<file path="config.mk">
export PLATFORM = sky130hd
export DESIGN_NAME = pipe_adder
export DESIGN_NICKNAME = d
export VERILOG_FILES = /design/src/rtl/pipe_adder_pkg.sv /design/src/rtl/adder_seg.sv /design/src/rtl/pipe_adder.sv
export SDC_FILE = /design/constraint.sdc
export NUM_CORES = 1
export LEC_CHECK = 0
export BUFFER_PORTS_ARGS = -buffer_cell sky130_fd_sc_hd__buf_2
export CORE_MARGIN = 2
export CORE_UTILIZATION = 55
export CTS_BUF_LIST = sky130_fd_sc_hd__clkbuf_8
export DETAILED_ROUTE_END_ITERATION = 16
export GPL_ROUTABILITY_DRIVEN = 0
export GPL_TIMING_DRIVEN = 0
export PLACE_DENSITY_LB_ADDON = 0.08
export SKIP_LAST_GASP = 1
export SLEW_MARGIN = 10
export SYNTH_ARGS = -nofsm -noshare
export SYNTH_HDL_FRONTEND = slang
export SYNTH_SLANG_ARGS = --single-unit
export TNS_END_PERCENT = 100
</file>
<file path="constraint.sdc">
create_clock -name clk -period 3 [get_ports clk]
set_clock_uncertainty 0.05 [all_clocks]
set_input_delay 0.6 -clock clk [delete_from_list [all_inputs] [get_ports clk]]
set_output_delay 0.6 -clock clk [all_outputs]
set_load 0.01 [all_outputs]
</file>
<file path="src/rtl/pipe_adder_pkg.sv">
// Shared definitions for the pipelined adder: default geometry, stage-count helper and the
// per-stage control payload.
package pipe_adder_pkg;

    localparam int unsigned DEF_WIDTH = 16;
    localparam int unsigned DEF_SEG   = 4;

    // Pipeline depth: one stage per SEG-bit segment.
    function automatic int unsigned nstg(input int unsigned width, input int unsigned seg);
        return width / seg;
    endfunction

    // Control part of a stage payload. Partial sum and remaining operand bits have a
    // stage-dependent width, so they live next to this in the stage registers.
    typedef struct packed {
        logic valid;
        logic carry;
    } stg_ctrl_t;

endpackage

</file>
<file path="src/rtl/adder_seg.sv">
// SEG-bit combinational ripple-carry segment used once per pipeline stage.
module adder_seg #(
    parameter int unsigned SEG = 4
) (
    input  logic [SEG-1:0] i_a,
    input  logic [SEG-1:0] i_b,
    input  logic           i_c,
    output logic [SEG-1:0] o_s,
    output logic           o_c
);

    // Ripple the carry through SEG full-adder cells.
    always_comb begin
        logic w_c;
        w_c = i_c;
        o_s = '0;
        for (int i = 0; i < int'(SEG); i++) begin
            o_s[i] = i_a[i] ^ i_b[i] ^ w_c;
            w_c    = (i_a[i] & i_b[i]) | (w_c & (i_a[i] ^ i_b[i]));
        end
        o_c = w_c;
    end

endmodule

</file>
<file path="src/rtl/pipe_adder.sv">
// Pipelined WIDTH-bit adder, one SEG-bit ripple segment per stage, valid/ready on both sides.
// Optional subtract mode is enabled by defining PIPE_ADDER_SUB_EN (adds the sub port).
module pipe_adder
    import pipe_adder_pkg::*;
#(
    parameter int unsigned WIDTH = DEF_WIDTH,
    parameter int unsigned SEG   = DEF_SEG
) (
    input  logic             clk,
    input  logic             rst_n,
    input  logic             in_valid,
    output logic             in_ready,
    input  logic [WIDTH-1:0] a,
    input  logic [WIDTH-1:0] b,
    input  logic             cin,
`ifdef PIPE_ADDER_SUB_EN
    input  logic             sub,
`endif
    output logic             out_valid,
    input  logic             out_ready,
    output logic [WIDTH-1:0] sum,
    output logic             cout
);

    localparam int unsigned NSTG = nstg(WIDTH, SEG);

    if ((WIDTH % SEG) != 0) begin : g_bad_cfg
        $error("pipe_adder: WIDTH must be a multiple of SEG");
    end

    logic [NSTG-1:0] w_vld;
    logic [NSTG-1:0] w_adv;
    logic            w_accept;

    // A stage advances when the rest of the pipe ahead of it has a hole or drains at the output.
    always_comb begin
        logic w_room;
        w_room = out_ready;
        w_adv  = '0;
        for (int i = int'(NSTG) - 1; i >= 0; i--) begin
            w_adv[i] = w_vld[i] && w_room;
            w_room   = w_room || !w_vld[i];
        end
    end

    assign in_ready = !w_vld[0] || w_adv[0];
    assign w_accept = in_valid && in_ready;

    for (genvar k = 0; k < int'(NSTG); k++) begin : g_stg
        // Operand bits still to be added when entering this stage.
        localparam int unsigned REM  = WIDTH - k * SEG;
        localparam int unsigned DONE = k * SEG;

        logic [REM-1:0]       w_a_in;
        logic [REM-1:0]       w_b_in;
        logic                 w_c_in;
        logic                 w_load;
        logic [SEG-1:0]       w_b_seg;
        logic [SEG-1:0]       w_s;
        logic                 w_co;
        logic [DONE+SEG-1:0]  w_sum_nx;
        stg_ctrl_t            r_ctl;
        logic [DONE+SEG-1:0]  r_sum;
`ifdef PIPE_ADDER_SUB_EN
        logic                 w_sub_in;
`endif

        if (k == 0) begin : g_first
            assign w_a_in   = a;
            assign w_b_in   = b;
            assign w_load   = w_accept;
            assign w_sum_nx = w_s;
`ifdef PIPE_ADDER_SUB_EN
            assign w_sub_in = sub;
            // Borrow-style subtract: a + ~b + !cin.
            assign w_c_in   = cin ^ sub;
`else
            assign w_c_in   = cin;
`endif
        end else begin : g_rest
            assign w_a_in   = g_stg[k-1].g_keep.r_a;
            assign w_b_in   = g_stg[k-1].g_keep.r_b;
            assign w_c_in   = g_stg[k-1].r_ctl.carry;
            assign w_load   = w_adv[k-1];
            assign w_sum_nx = {w_s, g_stg[k-1].r_sum};
`ifdef PIPE_ADDER_SUB_EN
            assign w_sub_in = g_stg[k-1].g_keep.r_sub;
`endif
        end

`ifdef PIPE_ADDER_SUB_EN
        // b travels un-inverted; each stage inverts its own segment from the carried sub flag.
        assign w_b_seg = w_sub_in ? ~w_b_in[SEG-1:0] : w_b_in[SEG-1:0];
`else
        assign w_b_seg = w_b_in[SEG-1:0];
`endif

        adder_seg #(
            .SEG (SEG)
        ) u_seg (
            .i_a (w_a_in[SEG-1:0]),
            .i_b (w_b_seg),
            .i_c (w_c_in),
            .o_s (w_s),
            .o_c (w_co)
        );

        assign w_vld[k] = r_ctl.valid;

        // Stage valid/carry/partial sum: load on upstream transfer, hold when stalled.
        always_ff @(posedge clk or negedge rst_n) begin
            if (!rst_n) begin
                r_ctl <= '0;
                r_sum <= '0;
            end else if (w_load) begin
                r_ctl.valid <= 1'b1;
                r_ctl.carry <= w_co;
                r_sum       <= w_sum_nx;
            end else if (w_adv[k]) begin
                r_ctl.valid <= 1'b0;
            end
        end

        if (k < int'(NSTG) - 1) begin : g_keep
            logic [REM-SEG-1:0] r_a;
            logic [REM-SEG-1:0] r_b;
`ifdef PIPE_ADDER_SUB_EN
            logic               r_sub;
`endif

            // Upper operand bits carried forward for later stages.
            always_ff @(posedge clk or negedge rst_n) begin
                if (!rst_n) begin
                    r_a <= '0;
                    r_b <= '0;
`ifdef PIPE_ADDER_SUB_EN
                    r_sub <= 1'b0;
`endif
                end else if (w_load) begin
                    r_a <= w_a_in[REM-1:SEG];
                    r_b <= w_b_in[REM-1:SEG];
`ifdef PIPE_ADDER_SUB_EN
                    r_sub <= w_sub_in;
`endif
                end
            end
        end
    end

    assign out_valid = g_stg[NSTG-1].r_ctl.valid;
    assign cout      = g_stg[NSTG-1].r_ctl.carry;
    assign sum       = g_stg[NSTG-1].r_sum;

endmodule
</file>
==> out/metrics.yaml <==
slowest_stage: "fa_1"
critPathCaptureType: "flip-flop"
cp-startpoint: "g_stg[2].g_keep.r_a[0]"
syn_area_per_cell_um2: 15.39
cts_hold_buf: 0
synth_cell_type_count: 17
timing.rr.start: "g_stg[2].g_keep.r_a[0]"
post_drt_wl_per_cell_um: 14.24
min_period_ns: 2.220
reg2reg_depth: 8
grt_usage_pct: 17.16
power_density_nw_per_um2: 839.2
fin_cells: 436
dp_cells: 420
slew_headroom_pct: 62.36
area_growth_pct: 15.96
syn-num-nets: 318
path_common_cell: "fa_1"
cts_buffers: 9
cts_root_buffer: "clkbuf_8"
nFillCells: 571
drive_above_1_share_pct: 48.66
leakage_uw: 0.002289
coreArea_um2: 7214
cts_setup_buffers: 0
vdd_drop_max_uv: 439.4
num_antenna_cells: 0
std_cell_rows: 31
criticalPathCategory: "flip-flop to flip-flop"
start_kind: "flip-flop"
layout.nets: 385
portBuffers: 55
grt_pass1_vias: 2286
worst_pin_slew_ns: 0.5645
synth-warning-count: 0
antenna_found_initial: 0
final_cell_mix: "dfrtp_1, mux2_2, buf_2"
cts_buffer_depth: 2
syn-cell-area_um2: 4078
finalCritPeriodShare_pct: 74.01
status: "finished clean"
path_max_fanout: 2
ant_nets: 0
cts_tree: "done"
drc: 0
via_count: 2125
maxCapViolCount: 0
synth_cells: 265
drt_iter0_markers: 76
reg2reg_to: "sum[15]"
ff2ff_setup_slack_ns: 0.78
first_pass_iters: 4
grt_max_degree: 55
clk_latency_ns: 0.35
hp-class: "primary input to async pin"
dieArea_um2: 8119
clock_sinks: 96
setup_tns_ns: 0
yosysSeqAreaShare_pct: 58.91
worstPathRequired_ns: 3.23
start_util_pct: 56.52
hpwl_um: 4355
arrival_ns: 2.45
boundaryPins: 56
grt_remaining_overflow: 0
endpoint: "sum[15]"
grt_pass1_wl_um: 10850
final_common_cell: "dfrtp_1"
grt_setup_unrepaired: "false"
fmax_ghz: 0.4504
routed_wl_um: 6210
clkSlewWorstSetupHoldPaths_ns: 0.09
drv_slew: 0
critPathMaxStageDelay_ns: 0.43
hold_viol: 0
die_h_um: 90.11
vias_per_cell: 4.874
ys_seq_elements: 96
cts.repair.resized: 0
power_uw: 3968
die_w_um: 90.11
cts.htree.levels: 3
crit_chain: "fa_1, inv_1, fa_1, inv_1, fa_1, inv_1, fa_1, mux2i_1"
setup_violations: 0
power breakdown:
part / total (µW) / internal, µW / switching [µW]
sequential: 1970 / 1740 / 226
combinational: 1090 / 614 / 479
clock: 909 / 488 / 421
total: 3970 / 2840 / 1130
cells in the mapped netlist, drive strengths merged:
library cell	n	area share (%)
buf	8	1.7
dfrtp	96	59
fa	16	7.9
inv	40	3.7
mux2	80	23
mux2i	12	2.9
nand2	4	0.49
nand2b	5	0.77
nand3b	1	0.28
nand4b	1	0.21
o21ai	1	0.21
or2	1	0.15
flip-flops by register name, summed over array words and instances (netlist names):
| signal | flops |
|---|---|
| g_stg.g_keep.r_b | 24 |
| g_stg.g_keep.r_a | 24 |
| g_stg.r_ctl | 3 |
| out_valid | 1 |
| sum | 16 |
| g_stg.w_c_in | 3 |
| g_stg.r_sum | 24 |
| cout | 1 |
worst min-delay path by stage:
| stage | start | cells past startpoint | to |
|---|---|---|---|
| after floorplan | rst_n | 0 | cout |
| after global placement | g_stg[0].g_keep.r_a[11] | 1 | g_stg[1].g_keep.r_a[7] |
| after detailed placement | sum[7] | 1 | sum[7] |
| after CTS | rst_n | 1 | g_stg[2].r_sum[0] |
| after global routing | rst_n | 1 | g_stg[2].r_sum[0] |
| final | rst_n | 1 | g_stg[2].r_sum[0] |
worst max-delay path: cells and delay by family, from the launching register on:
family	cells	cell delay, ns
flip-flops	1	0.41
buffers and inverters	3	0.21
multiplexers	1	0.13
adder cells (fa/ha/maj)	4	1.35
per-layer routing:
| metal | vias to the layer above | track usage [%] | part of all wire [%] |
|---|---|---|---|
| met1 | 1087 | 23.50 | 46 |
| li1 | 991 | - | - |
| met3 | 9 | 2.598 | 2.6 |
| met5 | - | 0 | 0 |
| met4 | 0 | 7.692 | 1.9 |
| met2 | 38 | 27.51 | 49 |
layout make-up:
type | instances | area (µm²) | share of cell area (%)
clock buffers | 10 | 137.6 | 2.911
repair buffers | 56 | 305.3 | 6.457
plain buffers | 8 | 71.32 | 1.508
multi-input cells | 121 | 1454 | 30.75
well taps | 99 | 123.9 | 2.620
clock inverters | 6 | 83.83 | 1.773
flip-flops and latches | 96 | 2402 | 50.81
inverters | 40 | 150.1 | 3.175
logic make-up (layout without fill, tap and decap cells):
family | Yosys count | in the layout | share of synthesized area [%]
buffers and inverters | 48 | 120 | 5.431
flip-flops | 96 | 96 | 58.91
AO/OA/AOI/OAI | 1 | 1 | 0.2148
adder cells (fa/ha/maj) | 16 | 16 | 7.855
multiplexers | 92 | 92 | 25.68
AND/OR/NAND/NOR | 12 | 12 | 1.903
stage by stage:
step	hold WS (ns)	utilization (%)	instance area (µm²)	worst slack (ns)
4_1_cts	0.1938	65.54	4728	0.7692
2_1_floorplan	0.2544	-	4078	0.7042
3_3_place_gp	0.4290	62.05	4477	0.3481
3_5_place_dp	0.4384	62.47	4507	0.4906
6_report	0.1828	65.54	4728	0.7796
5_1_grt	0.2102	65.54	4728	0.6646
No activity file was read; power rests on OpenSTA's default activity.
